===== src/rtl/fifo_pkg.sv =====
// Constants and pointer helpers shared by the read and write sides of the 8-entry FIFO.
package fifo_pkg;

   localparam int FIFO_DEPTH = 8;
   localparam int FIFO_PTR_W = 4;

   // Full when the index bits match but the wrap bits differ.
   function automatic logic ptr_full(input logic [FIFO_PTR_W-1:0] wp,
                                     input logic [FIFO_PTR_W-1:0] rp);
      return (wp[FIFO_PTR_W-2:0] == rp[FIFO_PTR_W-2:0]) &&
             (wp[FIFO_PTR_W-1] != rp[FIFO_PTR_W-1]);
   endfunction

   function automatic logic [FIFO_PTR_W-1:0] ptr_count(input logic [FIFO_PTR_W-1:0] wp,
                                                       input logic [FIFO_PTR_W-1:0] rp);
      return wp - rp;
   endfunction

endpackage


===== src/rtl/fifo_wr_dec_3_8.sv =====
// One-hot 3-to-8 decoder producing per-entry load enables, gated by the accepted write.
module fifo_wr_dec_3_8
   import fifo_pkg::*;
(
   input  logic                  en,
   input  logic [2:0]            sel,
   output logic [FIFO_DEPTH-1:0] ld
);

   // Decode the entry index into a single load enable when a write is accepted.
   always_comb begin
      ld = 8'b0000_0000;
      if (en) begin
         ld = 8'b0000_0001 << sel;
      end else begin
         ld = 8'b0000_0000;
      end
   end

endmodule


===== src/rtl/fifo_wr_demux_8.sv =====
// Write side of an 8-entry FIFO: pointer, entry registers, full/count status.
// Optional sticky overflow output when FIFO_WR_OVERFLOW_FLAG_EN is defined.
module fifo_wr_demux_8
   import fifo_pkg::*;
#(
   parameter int bw = 4,
   parameter int br = 1
)
(
   input  logic                  clk,
   input  logic                  reset,
   input  logic                  wr,
   input  logic [br*bw-1:0]      in,
   input  logic [FIFO_PTR_W-1:0] rd_ptr,
   output logic [FIFO_PTR_W-1:0] wr_ptr,
   output logic [br*bw-1:0]      q0,
   output logic [br*bw-1:0]      q1,
   output logic [br*bw-1:0]      q2,
   output logic [br*bw-1:0]      q3,
   output logic [br*bw-1:0]      q4,
   output logic [br*bw-1:0]      q5,
   output logic [br*bw-1:0]      q6,
   output logic [br*bw-1:0]      q7,
   output logic                  full,
`ifdef FIFO_WR_OVERFLOW_FLAG_EN
   output logic                  overflow,
`endif
   output logic [FIFO_PTR_W-1:0] count
);

   localparam int W = br * bw;

   logic [FIFO_PTR_W-1:0] wr_ptr_q, wr_ptr_d;
   logic [W-1:0]          entry_q [FIFO_DEPTH];
   logic [W-1:0]          entry_d [FIFO_DEPTH];
   logic                  accept_s;
   logic [FIFO_DEPTH-1:0] ld_s;

   assign full     = ptr_full(wr_ptr_q, rd_ptr);
   assign count    = ptr_count(wr_ptr_q, rd_ptr);
   assign accept_s = wr & ~full;

   fifo_wr_dec_3_8 u_dec (
      .en  (accept_s),
      .sel (wr_ptr_q[2:0]),
      .ld  (ld_s)
   );

   // Next pointer and next entry contents; only the decoded entry loads.
   always_comb begin
      wr_ptr_d = wr_ptr_q;
      for (int i = 0; i < FIFO_DEPTH; i++) entry_d[i] = entry_q[i];
      if (accept_s) begin
         wr_ptr_d = wr_ptr_q + 4'd1;
      end else begin
         wr_ptr_d = wr_ptr_q;
      end
      for (int i = 0; i < FIFO_DEPTH; i++) begin
         if (ld_s[i]) begin
            entry_d[i] = in;
         end else begin
            entry_d[i] = entry_q[i];
         end
      end
   end

   // Pointer and entry registers, cleared immediately by reset.
   always_ff @(posedge clk or posedge reset) begin
      if (reset) begin
         wr_ptr_q <= 4'd0;
         for (int i = 0; i < FIFO_DEPTH; i++) entry_q[i] <= {W{1'b0}};
      end else begin
         wr_ptr_q <= wr_ptr_d;
         for (int i = 0; i < FIFO_DEPTH; i++) entry_q[i] <= entry_d[i];
      end
   end

`ifdef FIFO_WR_OVERFLOW_FLAG_EN
   logic overflow_q, overflow_d;

   // Sticky: any write attempt against a full FIFO latches until reset.
   always_comb begin
      overflow_d = overflow_q;
      if (wr && full) begin
         overflow_d = 1'b1;
      end else begin
         overflow_d = overflow_q;
      end
   end

   // Overflow flag register.
   always_ff @(posedge clk or posedge reset) begin
      if (reset) begin
         overflow_q <= 1'b0;
      end else begin
         overflow_q <= overflow_d;
      end
   end

   assign overflow = overflow_q;
`endif

   assign wr_ptr = wr_ptr_q;
   assign q0 = entry_q[0];
   assign q1 = entry_q[1];
   assign q2 = entry_q[2];
   assign q3 = entry_q[3];
   assign q4 = entry_q[4];
   assign q5 = entry_q[5];
   assign q6 = entry_q[6];
   assign q7 = entry_q[7];

endmodule


===== config.mk =====
export PLATFORM = sky130hd
export DESIGN_NAME = fifo_wr_demux_8
export DESIGN_NICKNAME = d
export VERILOG_FILES = /design/src/rtl/fifo_pkg.sv /design/src/rtl/fifo_wr_dec_3_8.sv /design/src/rtl/fifo_wr_demux_8.sv
export SDC_FILE = /design/constraint.sdc
export NUM_CORES = 1
export LEC_CHECK = 0
export ABC_CLOCK_PERIOD_IN_PS = 1860
export CORE_MARGIN = 1
export CORE_UTILIZATION = 40
export DETAILED_ROUTE_END_ITERATION = 6
export DONT_BUFFER_PORTS = 1
export GPL_TIMING_DRIVEN = 0
export SETUP_SLACK_MARGIN = 0.15
export SLEW_MARGIN = 25
export SYNTH_ARGS = -nofsm -noshare
export SYNTH_HDL_FRONTEND = slang
export SYNTH_HIERARCHICAL = 1
export SYNTH_SLANG_ARGS = --single-unit
export TNS_END_PERCENT = 100

===== constraint.sdc =====
create_clock -name clk -period 1.86 [get_ports clk]
set_clock_uncertainty 0.1 [all_clocks]
set_input_delay 0.186 -clock clk [delete_from_list [all_inputs] [get_ports clk]]
set_output_delay 0.186 -clock clk [all_outputs]
set_load 0.01 [all_outputs]

### After elaboration in Yosys (flattened, before gate mapping)

Index checks and enable logic that the tools add are counted.

* $add $sub $neg: 2
* equality and inequality tests: 2
* multiply operators: 0
* reductions and logical operators: 1
* shift operators: 1
* order comparisons: 0
* muxes and demuxes: 1
* div/mod/pow operators: 0
* bitwise gates (word level): 2

Operators with widths (count)
* $mux W8: 1
* $shl A1 B3 Y8 const A: 1
* $add A4 B1 Y4 const B: 1
* $sub A4 B4 Y4: 1
* $eq A3 B3 Y1: 1
* $and A1 B1 Y1: 1
* $logic_and A1 B1 Y1: 1
* $ne A1 B1 Y1: 1
* $not A1 Y1: 1

* bits in read-only memories: 0
* memory bits (writable): 0
* logic and storage cells: 18
* bits in registers: 36
* memories: 0
* latch bits: 0
* output and inout bits: 41

### Depth between registers and ports, before layout

Gate-level depths: netlist of the first run.

* word-level depth: 5
* gate-level depth with buffers: 6
* depth with buffers taken out: 6

### Cells and area by module

Netlist of the first run, hierarchy kept.

Modules (own cells, without submodules)
* fifo_wr_demux_8: cells an instance 93, times used 1, sequential area each 900.9 µm², area an instance 1475.2 µm²
* fifo_wr_dec_3_8: cells an instance 8, times used 1, sequential area each 0.0 µm², area an instance 95.1 µm²

### Least setup slack after synthesis of the first run

Ideal clock, no wire load.

* path type: register to register
* start point: register wr_ptr_q[0] (netlist: wr_ptr[0])
* end point: register entry_q (netlist bit q0[0])
* setup slack: -0.280 ns
* cell stages (with the launch flop): 7
* buffers on the path: 0
* library setup time: 0.125 ns
* arrival: 1.915 ns
* required time: 1.635 ns
* cells stage by stage: dfrtp_1 > inv_1 > ha_1 > nand3_1 > o21a_4 > nor4b_2 > mux2_2

* cells in the longest elaborated chain, start to end: 5
* elaborated cells on any way between the ends: 6

Ends and longest elaborated chain
* start: declaration: line fifo_wr_demux_8.sv:33 `logic [FIFO_PTR_W-1:0] wr_ptr_q, wr_ptr_d;`
* start signal: assignment: line fifo_wr_demux_8.sv:73 `wr_ptr_q <= wr_ptr_d;`
* $eq A3 B3 Y1: line fifo_pkg.sv:10 `return (wp[FIFO_PTR_W-2:0] == rp[FIFO_PTR_W-2:0]) &&`
* $logic_and A1 B1 Y1: line fifo_pkg.sv:10
* $not A1 Y1: line fifo_wr_demux_8.sv:41 `assign accept_s = wr & ~full;`
* $and A1 B1 Y1: line fifo_wr_demux_8.sv:41
* named net accept_s: line fifo_wr_demux_8.sv:36 `logic accept_s;`
* $mux W8: line fifo_wr_dec_3_8.sv:13 `if (en) begin`
* named net ld_s[0]: line fifo_wr_demux_8.sv:37 `logic [FIFO_DEPTH-1:0] ld_s;`
* end: declaration: line fifo_wr_demux_8.sv:34 `logic [W-1:0] entry_q [FIFO_DEPTH];`

The timed path passes the listed nets, and every way through them passes these cells.
A chain may end at the register's enable or synchronous reset.

### Final worst setup path of the first run

* start point: register wr_ptr_q[2] (netlist: wr_ptr[2])
* end point: register entry_q (netlist bit q0[3])

The elaborated chain is that of the path after synthesis.

==> impl_results.md, run 1 <==
* Syn. warnings at 6
* Commonest cells after routing, fill and taps aside: dfrtp_1 (33), mux2_2 (21), mux2_4 (12)
* Max Buffers Root-to-Sink at 2
* Min Clock Period, post-route at 1950 ps
* Via Count at 975
* CP Data Arrival Time at 2020 ps
* Worst hold path class: primary input to register
* Worst Path Max Fanout at 8
* Die area at 0.00418 mm^2
* Critical Path Start Type: register
* Initial Util at 42.3%
* Largest family of logic cells by synthesized area: multiplexers
* Failing checks: setup timing
* Final ANT Viol Nets at 0
* Layout net count at 149
* Worst-Margin Slew at 723 ps
* Drt pass-1 iters at 3
* Top delay family on crit path: flip-flops
* Root buffer cell: clkbuf_8
* Outcome: finished with violations
* Number of max-cap violations at 0
* Simple-Gate Fraction of Synth Area at 7.25%
* DIE WIDTH at 64.7 um
* Global router's overall resource usage at 19.5%
* Initial antenna violation count at 0
* Sequential cell area fraction in the yosys report at 57.4%
* Routability cong. at 0.686
* Syn_nets at 117
* Core Area at 0.00372 mm^2
* Vias in the first global route at 1035
* Clk_lat worst skew at 280 ps
* Mux share of post-synthesis cell area at 23.9%
* Max Clk Rate at 0.512 GHz
* Tot Pwr at 3.75 mW
* I/O pins at 52
* CTS Buf Count at 5
* Layout area overhead at 30.5%
* N_diodes at 0
* RSZ-0062 raised after global routing: yes
* Synth Area in Compound Gates at 1.75%
* Worst VDD drop at 758 uV
* Pleak at 0.899 nW
* CP max-delay cell: dfrtp_2
* Layout cells sized above 1 at 60.9%
* Cells after Synth at 101
* Rel. slew slack at 51.7%
* CP Class: register to register
* Worst-path clk slew at 70 ps
* WL final at 3.54 mm
* CP required at 1930 ps
* First-pass GRT wire length at 5.78 mm
* Crit end category: register
* Row cnt at 22
* Vias/cell at 5.39
* PnR worst setup slack at -92.8 ps
* CP bufs+invs at 1
* Max-slew violations at 0
* H-tree levels at 2
* GRT overflow at 0
* Avg Cell Area, Syn at 15.5 um^2
* XOR/XNOR share of the synthesized area at 3.82%
* # setup viols final at 34
* Critical Path Max Stage Delay at 510 ps
* Synth cell types at 22
* Hold Violations, Final at 0
* Hpwl dp at 2.17 mm
* Commonest non-fill, non-tap cell in the layout: dfrtp_1
* Sink Count at 36
* Synthesis-stage register bit count at 36
* Adder-Cell Fraction of Synth Area at 4.46%
* Crit path cell chain: ha_4 > nand3_4 > o21a_4 > nor4b_4 > buf_4 > mux2_4
* CTS tree: done
* Post-DR wirelength/cell at 19.5 um
* Initial DRC count at 15
* Pwr dens at 1830 mW/mm^2
* IO Port Bufs at 0
* Post-DP Area at 0.00171 mm^2
* Synthesized area at 0.00157 mm^2
* Largest net degree at the start of global routing at 37
* Fin crit share at 105%
* DRC Markers at 0
* Die height at 64.7 um
* Final design area excluding fillers at 0.00205 mm^2
cells by family after synthesis:
family                     after synthesis
buffers and inverters                    6
muxes                                   33
xor gates and xnor gates                 6
DFF                                     36
adders and majority gates                5
and+or+nand+nor                         12
AOI/OAI and AO/OA                        3
final timing paths:
check / startpoint / to / slack, ps / cells past startpoint
worst max-delay path: wr_ptr[2]$_DFFE_PP0P_ / q0[3]$_DFFE_PP0P_ / -90 / 6
worst min-delay path: wr / wr_ptr[0]$_DFFE_PP0P_ / 140 / 3
worst max register to register: wr_ptr[2]$_DFFE_PP0P_ / q0[3]$_DFFE_PP0P_ / -90 / 6
worst min register to register: q5[1]$_DFFE_PP0P_ / q5[1]$_DFFE_PP0P_ / 480 / 1
max in group asynchronous: reset / wr_ptr[0]$_DFFE_PP0P_ / 780 / 2
min in group asynchronous: reset / q0[2]$_DFFE_PP0P_ / 380 / 2
synth_stat cells:
cell type,n,area share [%]
a21o_1,1,0.48
a21oi_1,1,0.32
and4_2,1,0.64
and4b_1,1,0.64
and4b_2,2,1.4
and4bb_1,2,1.6
and4bb_2,1,0.80
dfrtp_1,36,57
fa_1,1,1.3
ha_1,4,3.2
inv_1,6,1.4
mux2_2,32,23
mux2_4,1,0.96
nand2_1,1,0.24
nand3_1,1,0.32
nand4_1,1,0.40
nor2_1,1,0.24
nor4b_2,1,0.96
o21a_4,1,0.96
xnor2_1,4,2.2
xnor2_2,1,1.0
xor2_1,1,0.56
final cells by class:
type	count	area, um^2
Fill cell	324	1670
Multi-Input combinational cell	60	786
Tap cell	48	60.1
Sequential cell	36	905
Timing Repair Buffer	24	200
Inverter	6	22.5
Clock buffer	7	76.3
timing repair:
action / CTS / global route
buffers inserted: 17 / 2
hold endpoints to repair: 68 / 0
cloned: 1 / 0
endpoints found under the setup margin: 38 / 39
hold buffers: 5 / 0
resized for setup: 12 / 5
pin swaps: 5 / 6
state kept, by name, indices dropped and copies added, names as in the netlist:
signal and cells:
q0 4, q1 4, q2 4, q3 4, q4 4, q5 4
q6 4, q7 4, wr_ptr 4
report_power, final:
part | internal, mW | switching [mW]
sequential | 1.19 | 0.557
combinational | 0.926 | 0.566
clock | 0.257 | 0.248
total | 2.38 | 1.37
per-layer routing:
layer  part of all wire [%]  track usage, %  vias up
met5                      0               0        -
met4                    1.3            6.94        0
met3                    6.1            6.69        6
met2                     51            32.6       31
met1                     42            23.2      507
li1                       -               -      431
metrics by stage:
| step | setup WS, ps | cells | hold slack (ps) | util, % | setup TNS [ps] |
|---|---|---|---|---|---|
| detailed placement | -241 | 149 | 137 | 46.1 | -5990 |
| CTS | -85.2 | 179 | 155 | 54.3 | -1790 |
| global route | -190 | 181 | 135 | 55.2 | -4230 |
| finish | -92.8 | 181 | 141 | 55.2 | -1810 |
| global placement | -212 | 149 | 235 | 46.1 | -5180 |
| floorplan | -56.2 | 101 | 234 | - | -618 |
tightest hold or removal path, stage by stage:
cell and delay [ps]:
o21a_4 130, buf_6 110, xnor2_2 60
Power figures use the tool's default switching activity.
==> run 2: changes to the inputs <==
- CORE_MARGIN: 1 -> 2
==> run 2 against run 1 <==
The flow still finishes with violations (setup timing); sequential power about the same; first-iteration DRC count up 40%; routed wire length decreased by 3.7%; sequential cell count unchanged; maximum frequency is 0.49% higher; setup slack better by 9.5 ps; critical path type unchanged; critical endpoint is now q0[0]$_DFFE_PP0P_.
==> impl_results.md, run 2 (synthesis gave the netlist of run 1 again) <==
* Filler Cell Count at 308 (-4.9%)
* Post-DR wirelength/cell at 20.0 um (+2.5%)
* CP Class: register to register
* CP max-delay cell: dfrtp_2
* Fin crit share at 104% (-0.51 points)
* # setup viols final at 32 (-5.9%)
* CTS Buf Count at 5 (unchanged)
* Layout cells sized above 1 at 59.0% (-1.9 points)
* Commonest non-fill, non-tap cell in the layout: dfrtp_1
* Critical Path Max Stage Delay at 480 ps (-30 ps)
* Initial antenna violation count at 0 (unchanged)
* Outcome: finished with violations
* Hold Path End: wr_ptr[0]$_DFFE_PP0P_
* Hold Violations, Final at 0 (unchanged)
* Worst-path clk slew at 70 ps (about the same)
* H-tree levels at 2 (unchanged)
* Clk_lat worst skew at 280 ps (about the same)
* Met2 Usage GRT at 23.9% (-8.8 points)
* Rel. slew slack at 51.4% (-0.31 points)
* Routability cong. at 0.635 (-7.5%)
* DIE WIDTH at 66.7 um (+3.1%)
* Worst Path Max Fanout at 8 (unchanged)
* Layout area overhead at 24.0%
* Final non-filler cell total at 170 (-6.1%)
* CTS tree: done
* Pleak at 0.838 nW (-6.7%)
* Final ANT Viol Nets at 0 (unchanged)
* Worst hold path class: primary input to register
* Root buffer cell: clkbuf_8
* Die area at 0.00444 mm^2 (+6.3%)
* CP required at 1930 ps (about the same)
* Global router's overall resource usage at 16.8% (-2.8 points)
* Worst-Margin Slew at 727 ps (+4.58 ps)
* Peak-usage layer in the global routing report: met2
* N_diodes at 0 (unchanged)
* Initial DRC count at 21 (+6)
* I/O pins at 52 (unchanged)
* Commonest cells after routing, fill and taps aside: dfrtp_1 (33), mux2_2 (25), mux2_4 (8)
* Drt pass-1 iters at 4 (+1)
* Vias/cell at 5.34 (-0.85%)
* Tot Pwr at 3.61 mW (-3.6%)
* FF-to-FF path depth at 7 (+1)
* Worst VDD drop at 755 uV (-0.36%)
* Max Buffers Root-to-Sink at 2 (unchanged)
* Placed Instances at 149 (unchanged)
* Worst R2R End: q0[0]$_DFFE_PP0P_
* Core Area at 0.00372 mm^2 (unchanged)
* Critical Path Start Type: register
* Crit end category: register
* GR Layer Usage met1 at 22.7% (-0.55 points)
* Die height at 66.7 um (+3.1%)
* WL final at 3.41 mm (-3.7%)
* FF-to-FF Start: wr_ptr[0]$_DFFE_PP0P_
* Met3 Use GR at 7.26% (+0.57 points)
* IO Port Bufs at 0 (unchanged)
* Via Count at 908 (-6.9%)
* Crit path cell chain: inv_2 > ha_4 > nand3_4 > o21a_4 > nor4b_4 > buf_4 > mux2_4
* Row cnt at 22 (unchanged)
* Layout net count at 138 (-7.4%)
* Vias in the first global route at 978 (-5.5%)
* Max Clk Rate at 0.515 GHz (+0.49%)
* Setup slack, reg-to-reg at -80 ps (about the same)
* GRT overflow at 0 (unchanged)
* CP Data Arrival Time at 2010 ps (about the same)
* First-pass GRT wire length at 5.26 mm (-9.1%)
* RSZ-0062 raised after global routing: yes
* DRC Markers at 0 (unchanged)
* DP Worst Slack at -234 ps (+6.86 ps)
* Largest net degree at the start of global routing at 37 (unchanged)
* PnR worst setup slack at -83.3 ps (+9.48 ps)
* Sink Count at 36 (unchanged)
* Hold path depth at 2 (-1)
* Hold Crit Start: wr
* Hpwl dp at 2.13 mm (-1.8%)
* Max-slew violations at 0 (unchanged)
* Min Clock Period, post-route at 1940 ps (-9.48 ps)
* Initial Util at 42.3% (unchanged)
* Number of max-cap violations at 0 (unchanged)
* Pwr dens at 1860 mW/mm^2 (+1.5%)
* Final design utilization at 52.4% (-2.8 points)
* Failing checks: setup timing
[run 2: through the flow]
step | setup TNS, ps | area (um^2) | hold slack [ps]
detailed placement | -5170 | 1710 | 138
CTS | -1560 | 1940 | 84.6
finish | -1800 | 1950 | 99.2
global route | -3480 | 1950 | 105
floorplan | -618 | 1650 | 234
global placement | -4650 | 1710 | 235
[run 2: how the worst max path moves through the flow]
| stage | from | to | slack (ps) |
|---|---|---|---|
| global placement | wr_ptr[1]$_DFFE_PP0P_ | q0[0]$_DFFE_PP0P_ | -200 |
| CTS | wr_ptr[2]$_DFFE_PP0P_ | q6[2]$_DFFE_PP0P_ | -70 |
| finish | wr_ptr[0]$_DFFE_PP0P_ | q0[0]$_DFFE_PP0P_ | -80 |
| floorplan | wr_ptr[0]$_DFFE_PP0P_ | q0[0]$_DFFE_PP0P_ | -60 |
| global route | wr_ptr[0]$_DFFE_PP0P_ | q0[0]$_DFFE_PP0P_ | -130 |
| detailed placement | wr_ptr[1]$_DFFE_PP0P_ | q0[3]$_DFFE_PP0P_ | -230 |
[run 2: metal layers]
layer | wire length, um | vias up | share of wire (%)
met5 | 0 | - | 0
met1 | 1560 | 470 | 46
met4 | 27 | 0 | 0.79
li1 | - | 402 | -
met3 | 269 | 4 | 7.9
met2 | 1550 | 32 | 45
[run 2: power by group]
part | switching, mW | total [mW] | internal (mW) | leakage (nW)
registers | 0.560 | 1.75 | 1.19 | 0.429
logic | 0.519 | 1.28 | 0.760 | 0.359
clock network | 0.252 | 0.582 | 0.329 | 0.0503
total | 1.33 | 3.61 | 2.28 | 0.838
[run 2: area by class of cell]
| type | count | area [um^2] | area share [%] |
|---|---|---|---|
| clock buffer | 7 | 96.3 | 4.95 |
| inverter | 6 | 22.5 | 1.16 |
| multi-input combinational | 60 | 764 | 39.3 |
| sequential | 36 | 905 | 46.5 |
| tap | 48 | 60.1 | 3.08 |
| timing repair buffer | 13 | 98.8 | 5.08 |
[run 2: critical path, delay by kind of cell (launching register included)]
| kind | cells | cell delay, ps |
|---|---|---|
| multiplexers | 1 | 290 |
| buffers and inverters | 2 | 250 |
| adder cells (fa/ha/maj) | 1 | 280 |
| AO/OA/AOI/OAI | 1 | 230 |
| AND/OR/NAND/NOR | 2 | 210 |
| flip-flops | 1 | 480 |
[run 2: what timing repair did]
item	4_1_cts	5_1_grt
endpoints found under the setup margin	37	38
buffers inserted	8	0
endpoints found under the hold margin	68	0
hold buffers	5	0
gates resized for setup	5	2
cloned	1	0
pin swaps	4	5
==> run 3: changes to the inputs <==
- PLACE_DENSITY: unset -> 0.61
==> run 3 against run 2 <==
The flow still finishes with violations (setup timing); sequential power about the same; die area unchanged; sequential cell count unchanged; maximum frequency increased by 0.66%; count of clock-buffer cells in the layout decreased by 1; hold slack improved by 48 ps; non-clock buffer count increased by 2.
==> impl_results.md, run 3 (synthesis gave the netlist of run 1 again) <==
* Outcome: finished with violations
* Failing checks: setup timing
* Critical Path Start Type: register
* Via Count at 901 (-0.77%)
* CTS tree: done
* # setup viols final at 32 (unchanged)
* Vias in the first global route at 1044 (+6.7%)
* Row cnt at 22 (unchanged)
* Net Switching at 1.33 mW (-0.19%)
* DIE WIDTH at 66.7 um (unchanged)
* Multi-input gate area at 771 um^2 (+0.82%)
* Sink Count at 36 (unchanged)
* FF-to-FF Start: wr_ptr[2]$_DFFE_PP0P_
* Worst VDD drop at 753 uV (-0.27%)
* Filler Cell Count at 326 (+5.8%)
* Initial DRC count at 24 (+14%)
* Rel. slew slack at 52.6% (+1.2 points)
* Initial antenna violation count at 0 (unchanged)
* Largest net degree at the start of global routing at 37 (unchanged)
* Fin crit share at 104% (-0.69 points)
* Clk_lat worst skew at 270 ps (about the same)
* Layout area overhead at 24.2%
* Hold Path End: wr_ptr[3]$_DFFE_PP0P_
* CP required at 1920 ps (about the same)
* Max Buffers Root-to-Sink at 2 (unchanged)
* Worst-Margin Slew at 710 ps (-17.7 ps)
* Number of max-cap violations at 0 (unchanged)
* GRT overflow at 0 (unchanged)
* DRC Markers at 0 (unchanged)
* Vias/cell at 5.24 (-1.9%)
* Hpwl dp at 2.16 mm (+1.4%)
* Worst hold path class: primary input to register
* WL final at 3.35 mm (-1.6%)
* Worst Path Max Fanout at 8 (unchanged)
* H-tree levels at 2 (unchanged)
* I/O pins at 52 (unchanged)
* N_diodes at 0 (unchanged)
* Setup slack, reg-to-reg at -70 ps (about the same)
* CP max-delay cell: dfrtp_2
* Core Area at 0.00372 mm^2 (unchanged)
* Layout cells sized above 1 at 59.7% (+0.66 points)
* CTS Buf Count at 5 (unchanged)
* Final non-filler cell total at 172 (+1.2%)
* Commonest non-fill, non-tap cell in the layout: dfrtp_1
* Min Clock Period, post-route at 1930 ps (-12.8 ps)
* Die area at 0.00444 mm^2 (unchanged)
* Drt pass-1 iters at 4 (unchanged)
* Hold path depth at 3 (+1)
* Routability cong. at 0.667 (+5.1%)
* Crit path cell chain: ha_4 > nand3_4 > o21a_4 > nor4b_4 > buf_4 > mux2_4
* Switching share of power at 37.3% (+0.45 points)
* Pleak at 0.842 nW (+0.46%)
* RSZ-0062 raised after global routing: yes
* Reg area at 905 um^2 (unchanged)
* Placed Instances at 149 (unchanged)
* PnR worst setup slack at -70.5 ps (+12.8 ps)
* Final ANT Viol Nets at 0 (unchanged)
* Root buffer cell: clkbuf_8
* Max-slew violations at 0 (unchanged)
* Setup TNS at -1250 ps (+550 ps)
* Commonest cells after routing, fill and taps aside: dfrtp_1 (33), mux2_2 (25), mux2_4 (8)
* Global router's overall resource usage at 16.8% (about the same)
* Int Power at 2.23 mW (-2.1%)
* Critical Path Max Stage Delay at 500 ps (+20 ps)
* Hold Violations, Final at 0 (unchanged)
* Worst R2R End: q0[1]$_DFFE_PP0P_
* Logic pwr share at 37.1% (+1.7 points)
* Die height at 66.7 um (unchanged)
* Worst-path clk slew at 70 ps (about the same)
* CP Class: register to register
* Pwr dens at 1830 mW/mm^2 (-1.6%)
* FF-to-FF path depth at 6 (-1)
* Initial Util at 42.3% (unchanged)
* Sequential cell fraction of total power at 49.0% (+0.5 points)
* Crit end category: register
* Clk pwr share at 13.9% (-2.2 points)
* Max Clk Rate at 0.518 GHz (+0.66%)
* Post-DR wirelength/cell at 19.5 um (-2.8%)
* Hold Crit Start: wr
* First-pass GRT wire length at 5.34 mm (+1.6%)
* CP Data Arrival Time at 1990 ps (-20 ps)
* IO Port Bufs at 0 (unchanged)
* Layout net count at 140 (+1.4%)
-- run 3: layout make-up --
| type | count | area share [%] |
|---|---|---|
| sequential | 36 | 46.4 |
| inverter | 6 | 1.15 |
| clock inverter | 1 | 0.257 |
| tap | 48 | 3.08 |
| clock buffer | 6 | 3.72 |
| multi-input combinational | 60 | 39.5 |
| timing repair buffer | 15 | 5.90 |
-- run 3: what timing repair did --
item,in CTS,in global routing
setup endpoints to repair,37,37
hold buffers,5,0
setup buffers,9,1
resized for setup,7,0
hold endpoints to repair,68,0
pin swaps,8,6
gates cloned,1,0
-- run 3: critical path, delay by kind of cell (launching register included) --
family | cells | cell delay [ps]
adder cells (fa/ha/maj) | 1 | 320
buffers and inverters | 1 | 170
AO/OA/AOI/OAI | 1 | 220
multiplexers | 1 | 290
flip-flops | 1 | 500
AND/OR/NAND/NOR | 2 | 210
-- run 3: worst max-delay path by stage --
stage / endpoint / startpoint
after floorplan: q0[0]$_DFFE_PP0P_ / wr_ptr[0]$_DFFE_PP0P_
after global placement: q0[1]$_DFFE_PP0P_ / wr_ptr[0]$_DFFE_PP0P_
after detailed placement: q0[3]$_DFFE_PP0P_ / wr_ptr[0]$_DFFE_PP0P_
after CTS: q0[1]$_DFFE_PP0P_ / wr_ptr[0]$_DFFE_PP0P_
after global routing: q0[2]$_DFFE_PP0P_ / wr_ptr[0]$_DFFE_PP0P_
final: q0[1]$_DFFE_PP0P_ / wr_ptr[2]$_DFFE_PP0P_
-- run 3: through the flow --
step	utilization [%]	total power [mW]	setup slack (ps)	instance area [um^2]	hold WS, ps
finish	52.5	3.56	-70.5	1950	147
global route	52.5	3.80	-124	1950	166
CTS	52.3	3.58	-58.7	1940	145
detailed placement	46.1	2.83	-236	1710	129
global placement	46.1	2.77	-223	1710	236
floorplan	-	2.58	-56.2	1650	234
-- run 3: power by group through the flow --
stage / registers, mW / clock network (mW) / logic, mW
floorplan: 1.68 / 0 / 0.903
global placement: 1.80 / 0 / 0.966
detailed placement: 1.82 / 0 / 1.01
CTS: 1.76 / 0.512 / 1.31
global route: 1.81 / 0.543 / 1.45
finish: 1.75 / 0.496 / 1.32
-- run 3: routing by layer --
| layer | vias up | wire length, um | global-route usage, % |
|---|---|---|---|
| li1 | 406 | - | - |
| met1 | 460 | 1460 | 20.0 |
| met2 | 31 | 1600 | 27.8 |
| met3 | 4 | 253 | 6.08 |
| met4 | 0 | 36 | 6.12 |
| met5 | - | 0 | 0 |
